--- src/rtl/device_info_read_master.sv ---
// AXI4 read master: fetches 1..C_MAX_BEATS device-info words and forwards them on a valid/ready stream.
// Optional DEVICE_INFO_RRESP_CHECK_EN: non-OKAY rresp on any beat also raises ctrl_error.
module device_info_read_master #(
  parameter int unsigned C_M_AXI_ADDR_WIDTH = 64,
  parameter int unsigned C_M_AXI_DATA_WIDTH = 512,
  parameter int unsigned C_MAX_BEATS        = 16
) (
  input  logic                          aclk,
  input  logic                          areset_n,
  input  logic                          ctrl_start,
  input  logic [C_M_AXI_ADDR_WIDTH-1:0] ctrl_addr_offset,
  input  logic [8:0]                    ctrl_beats,
  output logic                          ctrl_busy,
  output logic                          ctrl_done,
  output logic                          ctrl_error,
  output logic                          m_axi_arvalid,
  input  logic                          m_axi_arready,
  output logic [C_M_AXI_ADDR_WIDTH-1:0] m_axi_araddr,
  output logic [7:0]                    m_axi_arlen,
  input  logic                          m_axi_rvalid,
  output logic                          m_axi_rready,
  input  logic [C_M_AXI_DATA_WIDTH-1:0] m_axi_rdata,
  input  logic                          m_axi_rlast,
  input  logic [1:0]                    m_axi_rresp,
  output logic                          m_axis_tvalid,
  input  logic                          m_axis_tready,
  output logic [C_M_AXI_DATA_WIDTH-1:0] m_axis_tdata,
  output logic                          m_axis_tlast
);

  localparam int unsigned DW_BYTES = C_M_AXI_DATA_WIDTH / 8;
  localparam int unsigned ALIGN    = C_MAX_BEATS * DW_BYTES;
  localparam int unsigned CNT_W    = $clog2(C_MAX_BEATS) + 1;
  localparam logic [C_M_AXI_ADDR_WIDTH-1:0] ALIGN_MASK = ~(C_M_AXI_ADDR_WIDTH'(ALIGN - 1));

  typedef enum logic [2:0] {S_IDLE, S_ADDR, S_DATA, S_DRAIN, S_DONE} state_t;

  state_t             state, state_nxt;
  logic [CNT_W-1:0]   beats_r;
  logic [CNT_W-1:0]   beat_cnt;
  logic [CNT_W-1:0]   beats_clamped_c;
  logic               start_acc_c;
  logic               r_hs_c;
  logic               last_beat_c;
  logic               beat_err_c;
  logic               rready_c;

  assign beats_clamped_c = (ctrl_beats > 9'(C_MAX_BEATS)) ? CNT_W'(C_MAX_BEATS) : CNT_W'(ctrl_beats);
  assign start_acc_c     = (state == S_IDLE) && ctrl_start;
  assign r_hs_c          = m_axi_rvalid && rready_c;
  assign last_beat_c     = (beat_cnt == CNT_W'(beats_r - CNT_W'(1)));
  assign m_axi_rready    = rready_c;

`ifdef DEVICE_INFO_RRESP_CHECK_EN
  assign beat_err_c = (m_axi_rlast != last_beat_c) || (m_axi_rresp != 2'b00);
`else
  logic unused_rresp;
  assign unused_rresp = ^m_axi_rresp;
  assign beat_err_c   = (m_axi_rlast != last_beat_c);
`endif

  // Next-state and read-accept logic
  always_comb begin
    state_nxt = state;
    rready_c  = 1'b0;
    case (state)
      S_IDLE: begin
        if (ctrl_start) state_nxt = (beats_clamped_c == '0) ? S_DRAIN : S_ADDR;
      end
      S_ADDR: begin
        if (m_axi_arready) state_nxt = S_DATA;
      end
      S_DATA: begin
        rready_c = !m_axis_tvalid || m_axis_tready;
        if (m_axi_rvalid && rready_c && last_beat_c) state_nxt = S_DRAIN;
      end
      S_DRAIN: begin
        // Only the tlast word can be held here; a zero-beat request has nothing to drain
        if (!m_axis_tvalid || (m_axis_tready && m_axis_tlast)) state_nxt = S_DONE;
      end
      S_DONE:  state_nxt = S_IDLE;
      default: state_nxt = S_IDLE;
    endcase
  end

  // State, control outputs and request latches
  always_ff @(posedge aclk or negedge areset_n) begin
    if (!areset_n) begin
      state         <= S_IDLE;
      beats_r       <= '0;
      beat_cnt      <= '0;
      m_axi_arvalid <= 1'b0;
      m_axi_araddr  <= '0;
      m_axi_arlen   <= '0;
      ctrl_busy     <= 1'b0;
      ctrl_done     <= 1'b0;
      ctrl_error    <= 1'b0;
    end else begin
      state         <= state_nxt;
      m_axi_arvalid <= (state_nxt == S_ADDR);
      ctrl_busy     <= (state_nxt == S_ADDR) || (state_nxt == S_DATA) || (state_nxt == S_DRAIN);
      ctrl_done     <= (state_nxt == S_DONE);
      if (start_acc_c) begin
        beats_r      <= beats_clamped_c;
        beat_cnt     <= '0;
        m_axi_araddr <= ctrl_addr_offset & ALIGN_MASK;
        m_axi_arlen  <= 8'(beats_clamped_c - CNT_W'(1));
        ctrl_error   <= 1'b0;
      end else if (r_hs_c) begin
        beat_cnt <= beat_cnt + CNT_W'(1);
        if (beat_err_c) ctrl_error <= 1'b1;
      end
    end
  end

  // One-deep output register; a new beat may load while the old word leaves
  always_ff @(posedge aclk or negedge areset_n) begin
    if (!areset_n) begin
      m_axis_tvalid <= 1'b0;
      m_axis_tdata  <= '0;
      m_axis_tlast  <= 1'b0;
    end else if (r_hs_c) begin
      m_axis_tvalid <= 1'b1;
      m_axis_tdata  <= m_axi_rdata;
      m_axis_tlast  <= last_beat_c;
    end else if (m_axis_tready) begin
      m_axis_tvalid <= 1'b0;
    end
  end

endmodule
--- config.mk ---
export PLATFORM = sky130hd
export DESIGN_NAME = device_info_read_master
export DESIGN_NICKNAME = d
export VERILOG_FILES = /design/src/rtl/device_info_read_master.sv
export SDC_FILE = /design/constraint.sdc
export NUM_CORES = 1
export LEC_CHECK = 0
export CORE_AREA = 2 2 456 458
export DETAILED_ROUTE_END_ITERATION = 6
export DIE_AREA = 0 0 458 460
export PLACE_DENSITY = 0.31
export SLEW_MARGIN = 15
export SYNTH_ARGS = -nofsm -noshare
export SYNTH_HDL_FRONTEND = slang
export SYNTH_SLANG_ARGS = --single-unit
--- constraint.sdc ---
create_clock -name aclk -period 1.5 [get_ports aclk]
set_input_delay 0.3 -clock aclk [delete_from_list [all_inputs] [get_ports aclk]]
set_output_delay 0.3 -clock aclk [all_outputs]
set_load 0.005 [all_outputs]
# Word level (Yosys, flattened, before mapping)
# Cells that the tools add are included.
dict set report totals {
  output_inout_bits 591
  reg_bits 593
  elab_cells 56
  input_bits 594
}
dict set report classes {
  muxes 15
  eq_ne 9
  reduce_logical 16
  order_cmp 1
  n_addsub 3
}
# operator count
set op_table {}
lappend op_table {{5-bit two-way mux} 3}
lappend op_table {{3-bit by 2-bit equality test with 1-bit output, second input constant} 4}
lappend op_table {{3-bit two-way mux} 4}
lappend op_table {{3-bit case mux with 4 select lines} 1}
lappend op_table {{9-bit by 5-bit > comparator with 1-bit output, second input constant} 1}
lappend op_table {{3-bit by 1-bit equality test with 1-bit output, second input constant} 2}
lappend op_table {{1-bit two-way mux} 6}
lappend op_table {{2-bit nonzero test} 3}
lappend op_table {{5-bit by 1-bit subtractor with 6-bit output, second input constant} 1}
lappend op_table {{5-bit by 1-bit adder with 5-bit output, second input constant} 1}
lappend op_table {{5-bit equality test} 1}
lappend op_table {{1-bit logical AND} 5}
lappend op_table {{5-bit zero test} 1}
lappend op_table {{5-bit by 1-bit subtractor with 5-bit output, second input constant} 1}
lappend op_table {{1-bit logical OR} 4}
lappend op_table {{3-bit equality test, second input constant} 1}
lappend op_table {{3-bit zero test} 1}
lappend op_table {{2-bit two-way mux} 1}
lappend op_table {{2-bit AND reduction} 1}
lappend op_table {{1-bit zero test} 1}
lappend op_table {{1-bit != test} 1}

# Depth between registers and ports, before layout
dict set report depth {
  word_depth 9
  depth_mapped 8
  mapped_depth_nobuf 7
}

# Worst setup path before layout
# Ideal clock, no wire load.
dict set report synth_path {
  kind {input -> register}
  startpoint {input port ctrl_beats[7]}
  endpoint {register ctrl_busy}
  required_time_ns 1.368
  setup_ns 0.132
  path_buffers 0
  arrival_time_ns 1.771
  setup_slack_ns -0.403
  cell_stages 7
  path_cell_list {or4_4 nor2_8 nand2_1 ha_1 nand2_1 o32ai_2 or3b_1}
}
dict set report synth_via {
  elab_chain_cells 9
  word_cells_on_any_way 11
  cone_classes {1 x order compare; 3 x eq/ne; 4 x mux; 3 x reduce/logical}
}
# item line
set synth_lines {}
lappend synth_lines {{start, declared} 12} ;# input logic [8:0] ctrl_beats,
lappend synth_lines {{9-bit by 5-bit > comparator with 1-bit output (*)} 48} ;# assign beats_clamped_c = (ctrl_beats > 9'(C_MAX_BEATS)) ? CNT_W'(C_MAX_BEATS) : CNT_W'(ctrl_beats);
lappend synth_lines {{5-bit two-way mux (*)} 48}
lappend synth_lines {{5-bit zero test (*)} 68} ;# if (ctrl_start) state_nxt = (beats_clamped_c == '0) ? S_DRAIN : S_ADDR;
lappend synth_lines {{2-bit two-way mux (*)} 68}
lappend synth_lines {{3-bit two-way mux (*)} 68}
lappend synth_lines {{3-bit case mux with 4 select lines (*)} 66} ;# case (state)
lappend synth_lines {{net state_nxt[1]} 38} ;# state_t state, state_nxt;
lappend synth_lines {{3-bit by 1-bit equality test with 1-bit output / 3-bit by 2-bit equality test with 1-bit output (equally long branches)} 101} ;# ctrl_busy <= (state_nxt == S_ADDR) || (state_nxt == S_DATA) || (state_nxt == S_DRAIN);
lappend synth_lines {{1-bit logical OR} 101}
lappend synth_lines {{1-bit logical OR (*)} 101}
lappend synth_lines {{end signal, assigned} 101}
lappend synth_lines {{end, declared} 13} ;# output logic ctrl_busy,
# The timed path passes the listed nets; every way through them passes the cells marked *.
# A chain may end at the register's enable or synchronous reset.

# Final worst setup path
dict set report layout_path {
  startpoint {register state[2]}
  endpoint {register ctrl_busy}
}
dict set report layout_via {
  elab_chain_cells 5
  word_cells_on_any_way 14
  cone_classes {6 x eq/ne; 5 x mux; 3 x reduce/logical}
}
# item line
set layout_lines {}
lappend layout_lines {{start, declared} 38}
lappend layout_lines {{start signal, assigned} 99} ;# state <= state_nxt;
lappend layout_lines {{3-bit by 2-bit equality test with 1-bit output (tied with other cells)} 66}
lappend layout_lines {{3-bit case mux with 4 select lines (*)} 66}
lappend layout_lines {{3-bit by 1-bit equality test with 1-bit output / 3-bit by 2-bit equality test with 1-bit output (equally long branches)} 101}
lappend layout_lines {{1-bit logical OR} 101}
lappend layout_lines {{1-bit logical OR (*)} 101}
# Every way passes the cells marked *; elsewhere a longest branch is shown, timed or not.

==> results.cfg <==
[timing]
worst_hold_slack_ns = 0.105
finalWorstSetupSlack_ns = -0.459
fin_skew_ns = 0.0338
setup_viol = 1119
rsz0062_at_grt = yes
finalMaxSlewViolations = 0
fin_setup_tns_ns = -194.44
fmax_mhz = 511
final.period_utilization_pct = 131
layout_min_cycle_time_ns = 1.96
hold_viol = 0

[route]
drt_iter0_drc = 1001
drc = 0
vias = 22300
drt_wl_total_mm = 152
viasPerCell = 3.30
drt-pass1-iter-count = 5
detail-route-antenna-nets = 0
wl_per_cell_um = 22.5

[floorplan]
dieWidth_um = 458
start_util_pct = 11.0
row_count = 167
io_pins = 1185
coreArea_sq_um = 206000
fp.dieArea_sq_um = 211000
fp.dieH_um = 460

[logic_synthesis]
avgSynthCellArea_sq_um = 8.93
yosys.area_share.simple_pct = 29.5
async_flop_share_pct = 100
synth_xor_area_share_pct = 0.604
synth_seq_area_share_pct = 65.5
ys_ff_latch = 591
syn_inst = 2529
synth_top_flop_cell = dfrtp_1
synth_top_family_by_area = simple AND/OR/NAND/NOR gates
synth_fa_ha_area_share_pct = 0.222
synth-edff-count = 0
synth_compound_area_share_pct = 0.559
yosysWarnings = 0
ys_types = 38
synthMuxAreaShare_pct = 0.0665
syn_area_sq_um = 22600

[clock_network]
cts_buffers = 88
cts_sinks = 591
clock_latency_ns = 0.71
cts_tree = done
root_buffer = clkbuf_16
cts.clk_slew.worst_paths_ns = 0.06
htree_levels = 3
clockBufferDepth = 3

[setup_path]
cpMaxStageDelayCell = dfrtp_1
required_ns = 2.09
end_kind = flop
startpoint_type = flop
arrival_ns = 2.54
path_cells = nor2_4 -> buf_4 -> buf_6 -> and4_4 -> buf_12 -> buf_12 -> buf_16 -> buf_8 -> nand2_4 -> or3b_1
crit_fanout = 5
crit_top_cell = buf_12
path_class = reg -> reg
slowest_delay_ns = 0.39

[power_and_ir_drop]
p_sw_share_pct = 36.7
p_comb_share_pct = 43.5
power_switching_uw = 32000
leakage_uw = 0.0216
ir_drop_mv = 0.780
p_per_area_nw_per_um2 = 2030
pwr-share-seq_pct = 32.2
p_int_uw = 55200
clock_power_share_pct = 24.3

[grt]
grt_pass1_wl_mm = 196
grt_max_degree = 76
overflow = 0
grt_pass1_vias = 22800
antenna_found_initial = 74
grt_usage_pct = 13.5

[run_status]
violations = setup timing
outcome = complete, but fails checks

[place]
dpl.hpwl_mm = 117
pre_cts_ws_ns = -0.923
routabilityCongestion = 0.855
portBuffers = 1162

[finish]
nNetsFinal = 4561
drive_gt1_share_pct = 26.9
syn_to_final_growth_pct = 90.6

[hold_path]
hp-class = in -> reg

[flow_run]
drv_cap = 0
-- routing by layer --
| layer | GRT usage (%) | vias to the layer above | wire length (um) |
|---|---|---|---|
| met3 | 7.93 | 234 | 19700 |
| li1 | - | 10500 | - |
| met1 | 15.3 | 10500 | 59200 |
| met2 | 21.3 | 957 | 69100 |
| met4 | 3.96 | 44 | 3530 |
| met5 | 0 | - | 282 |
-- cell type report --
| cell class | instances | area, sq um |
|---|---|---|
| Timing Repair Buffer | 1477 | 14700 |
| Inverter | 3 | 11.3 |
| Fill cell | 22800 | 163000 |
| Sequential cell | 591 | 14800 |
| Clock buffer | 125 | 2500 |
| Multi-Input combinational cell | 1802 | 7300 |
| Antenna cell | 9 | 22.5 |
| Tap cell | 2704 | 3380 |
| Clock inverter | 28 | 384 |
-- critical path, delay by kind of cell (launching register included) --
kind                   cells  cell delay [ns]
buffers and inverters      6             0.77
flip-flops                 1             0.39
AND/OR/NAND/NOR            4             0.66
-- final timing paths --
path | endpoint | slack, ns | from | cells past startpoint
setup / recovery | ctrl_busy | -0.46 | state[2] | 10
hold / removal | m_axis_tdata[428] | 0.10 | m_axi_rdata[428] | 3
setup reg to reg | ctrl_busy | -0.46 | state[2] | 10
hold reg to reg | m_axis_tdata[26] | 0.47 | m_axis_tdata[26] | 2
max in group asynchronous | m_axis_tdata[54] | 0.68 | areset_n | 4
min in group asynchronous | m_axis_tdata[198] | 0.22 | areset_n | 3
-- power groups by stage --
stage	Combinational [uW]	Sequential [uW]	Clock, uW
after floorplan	10100	27700	0
after global placement	38000	27900	0
after detailed placement	37900	28000	0
after CTS	36300	28200	22300
after global routing	42000	29100	22800
final	37900	28100	21200
-- logic make-up (layout without fill, tap and decap cells) --
family,after synthesis,after routing
other,1,19
xor gates and xnor gates,14,14
and+or+nand+nor,1755,1755
adders and majority gates,4,4
DFF,591,591
buffers and inverters,145,1633
AOI/OAI and AO/OA,18,18
muxes,1,1
-- cell usage in the layout (no fill, tap or decap), types with 15 or more instances in the layout --
master              n
buf_12             95
buf_16             15
buf_2             347
buf_4             162
buf_6             212
buf_8              15
clkbuf_1           22
clkbuf_16         118
clkdlybuf4s50_1   580
dfrtp_1           582
dlygate4sd3_1      21
nand2_1          1670
nand2_2            37
-- state kept, by name, summed over array words and instances (netlist names) --
signal         flops
m_axis_tdata     512
m_axi_araddr      54
m_axi_arlen        6
beat_cnt           5
beats_r            5
state              3
ctrl_busy          1
ctrl_done          1
ctrl_error         1
m_axi_arvalid      1
m_axis_tlast       1
m_axis_tvalid      1
-- per-stage QoR --
step                      std cells  cell area (sq um)  total power [uW]  util [%]
after floorplan                2538              22700             37800         -
after global placement         6416              39100             65900      19.0
after detailed placement       6416              39100             65900      19.0
after CTS                      6670              41500             86800      20.2
after global routing           6736              43100             93900      20.9
final                          6739              43100             87200      20.9
-- what timing repair did --
item                                    4_1_cts  5_1_grt
resized for setup                          2494      124
pin swaps                                     2        6
cloned                                        5       31
endpoints found under the hold margin       611        0
endpoints found under the setup margin     1138     1153
hold buffers                                 21        0
buffers inserted                             75       30
-- cells in the mapped netlist, drive strengths merged (2+ instances only) --
library cell,instances,area [sq um]
xnor2,7,61.3
xor2,6,52.6
a31oi,2,12.5
nor2,13,67.6
nand2,1724,6480
nand3,2,10.0
clkbuf,23,86.3
nor2b,2,12.5
nand4,2,12.5
ha,4,50.1
dfrtp,591,14800
o21ai,8,43.8
nor3,4,25.0
buf,119,703
a21oi,4,20.0
nand2b,3,18.8
inv,3,11.3
Note: power is estimated with default switching activity, not from simulation.
==> patch, RTL diff (config.mk and constraints unchanged) <==
Set the parameter `C_MAX_BEATS` to 8 (it was 16).
--- a/src/rtl/device_info_read_master.sv
+++ b/src/rtl/device_info_read_master.sv
@@ -5,3 +5,3 @@
   parameter int unsigned C_M_AXI_DATA_WIDTH = 512,
-  parameter int unsigned C_MAX_BEATS        = 16
+  parameter int unsigned C_MAX_BEATS        = 8
 ) (
Formal check against the unedited RTL: not equivalent (Yosys sat finds a counterexample within 4 cycles, from zero or initial values and one cycle with areset_n low).
==> patch against the unedited design <==
  * The run still ends with setup timing left
  * Power is 3.5% lower
  * Critical path depth fell by 3
  * Hold slack better by 2.8 ps
  * Sequential share of layout area is 0.81 points higher
  * Synthesized area is 0.26% lower
  * Worst setup slack better by 100 ps
  * Sequential cell count shrank 2
  * Final area shrank 2.6%
  * Wire length is 2.9% lower
==> patch: results (changes against the unedited design) <==
OUTCOME
---------------------------------------------------------------------------
Run status ................................................... finished with violations
Violations in the final reports .............................. setup timing

TIMING
---------------------------------------------------------------------------
Setup slack after layout .....................................      -354 ps   +104 ps
Number of failing setup endpoints in the final timing report .         1083   -3.2%
Worst Skew ...................................................      41.1 ps   +7.25 ps

DRT
---------------------------------------------------------------------------
First-pass iteration count of the detailed router ............            7   +2
First-iteration detailed-routing DRC count ...................         1191   +19%
Overall via count from detail_route ..........................        22118   -0.65%
Via-to-Cell Ratio ............................................         3.29   -0.40%
DRT Wirelength ...............................................       147 mm   -2.9%

WORST SETUP PATH
---------------------------------------------------------------------------
Crit path largest cell delay .................................       420 ps   +30 ps

POWER
---------------------------------------------------------------------------
Net switching share of the total power .......................        36.6%   -0.16 points
Leakage dissipation ..........................................      21.0 nW   -2.8%
Reported net switching power .................................      30.8 mW   -4.0%
Share of total power in sequential cells .....................        34.1%   +1.9 points

YOSYS
---------------------------------------------------------------------------
Top post-synthesis cells by count ............................ 1720 x sky130_fd_sc_hd__nand2_1, 589 x sky130_fd_sc_hd__dfrtp_1, 83 x sky130_fd_sc_hd__buf_2
Proportion of synthesized chip area in sequential cells ......        65.4%   about the same
Largest cells by area after synthesis ........................ sky130_fd_sc_hd__dfrtp_1 65%, sky130_fd_sc_hd__nand2_1 29%, sky130_fd_sc_hd__buf_2 1.8%, sky130_fd_sc_hd__buf_6 1.1%, sky130_fd_sc_hd__buf_4 0.43%
Syn avg cell area ............................................    8.94 um^2   about the same

FINISH
---------------------------------------------------------------------------
Seq area share ...............................................        35.2%   +0.81 points
Non-clock buffer total of the final layout ...................         1474   -0.20%
Count of inserted antenna diode cells ........................           12   +3
Layout clock buffers .........................................          131   +4.8%
Biggest registers after layout ............................... m_axis_tdata (512), m_axi_araddr (55), m_axi_arlen (5)
Fin nets .....................................................         4542   -0.42%
Non-clock buffering overhead in the final layout .............        33.3%   -0.76 points
Filler cells .................................................        23081   +1.0%

GRT
---------------------------------------------------------------------------
Global Route met2 Usage ......................................        20.7%   -0.59 points
Wire length of the first global-routing pass .................       197 mm   +0.17%
Antenna violations before repair .............................           60   -19%
Grt met3 use .................................................        7.33%   -0.60 points
Overall routing resource usage ...............................        13.3%   -0.16 points

PLACED DESIGN
---------------------------------------------------------------------------
Half-perimeter wire length after placement ...................       114 mm   -2.9%
Total placed cells including tap cells .......................         6410   -0.094%
GPL Wtd Cong .................................................        0.786   -8.1%
Worst slack at placement .....................................      -794 ps   +129 ps

CLOCKING
---------------------------------------------------------------------------
Inserted Clock Buffers .......................................           82   -6.8%

-- patch: cell families (layout without fill, tap and decap cells) --
logic type      Yosys count  in the layout  synth area share [%]
compound gates           17             17                 0.478
other cells               1             21                0.0166
mux                       1              1                0.0444
xor+xnor                  9              9                 0.350
flops                   589            589                  65.4
buf+inv                 145           1623                  3.83
simple gates           1754           1754                  29.6
fa+ha+maj                 4              4                 0.222
-- patch: worst paths after layout --
| kind | from | depth (start not counted) | to | slack, ps |
|---|---|---|---|---|
| worst min register to register | m_axis_tdata[211] | 2 | m_axis_tdata[211] | 460 |
| max in group asynchronous | areset_n | 4 | m_axis_tdata[230] | 600 |
| worst max-delay path | state[2] | 7 | m_axis_tdata[208] | -350 |
| worst max register to register | state[2] | 7 | m_axis_tdata[208] | -350 |
| min in group asynchronous | areset_n | 3 | m_axis_tdata[502] | 320 |
| worst min-delay path | m_axi_rdata[39] | 3 | m_axis_tdata[39] | 110 |
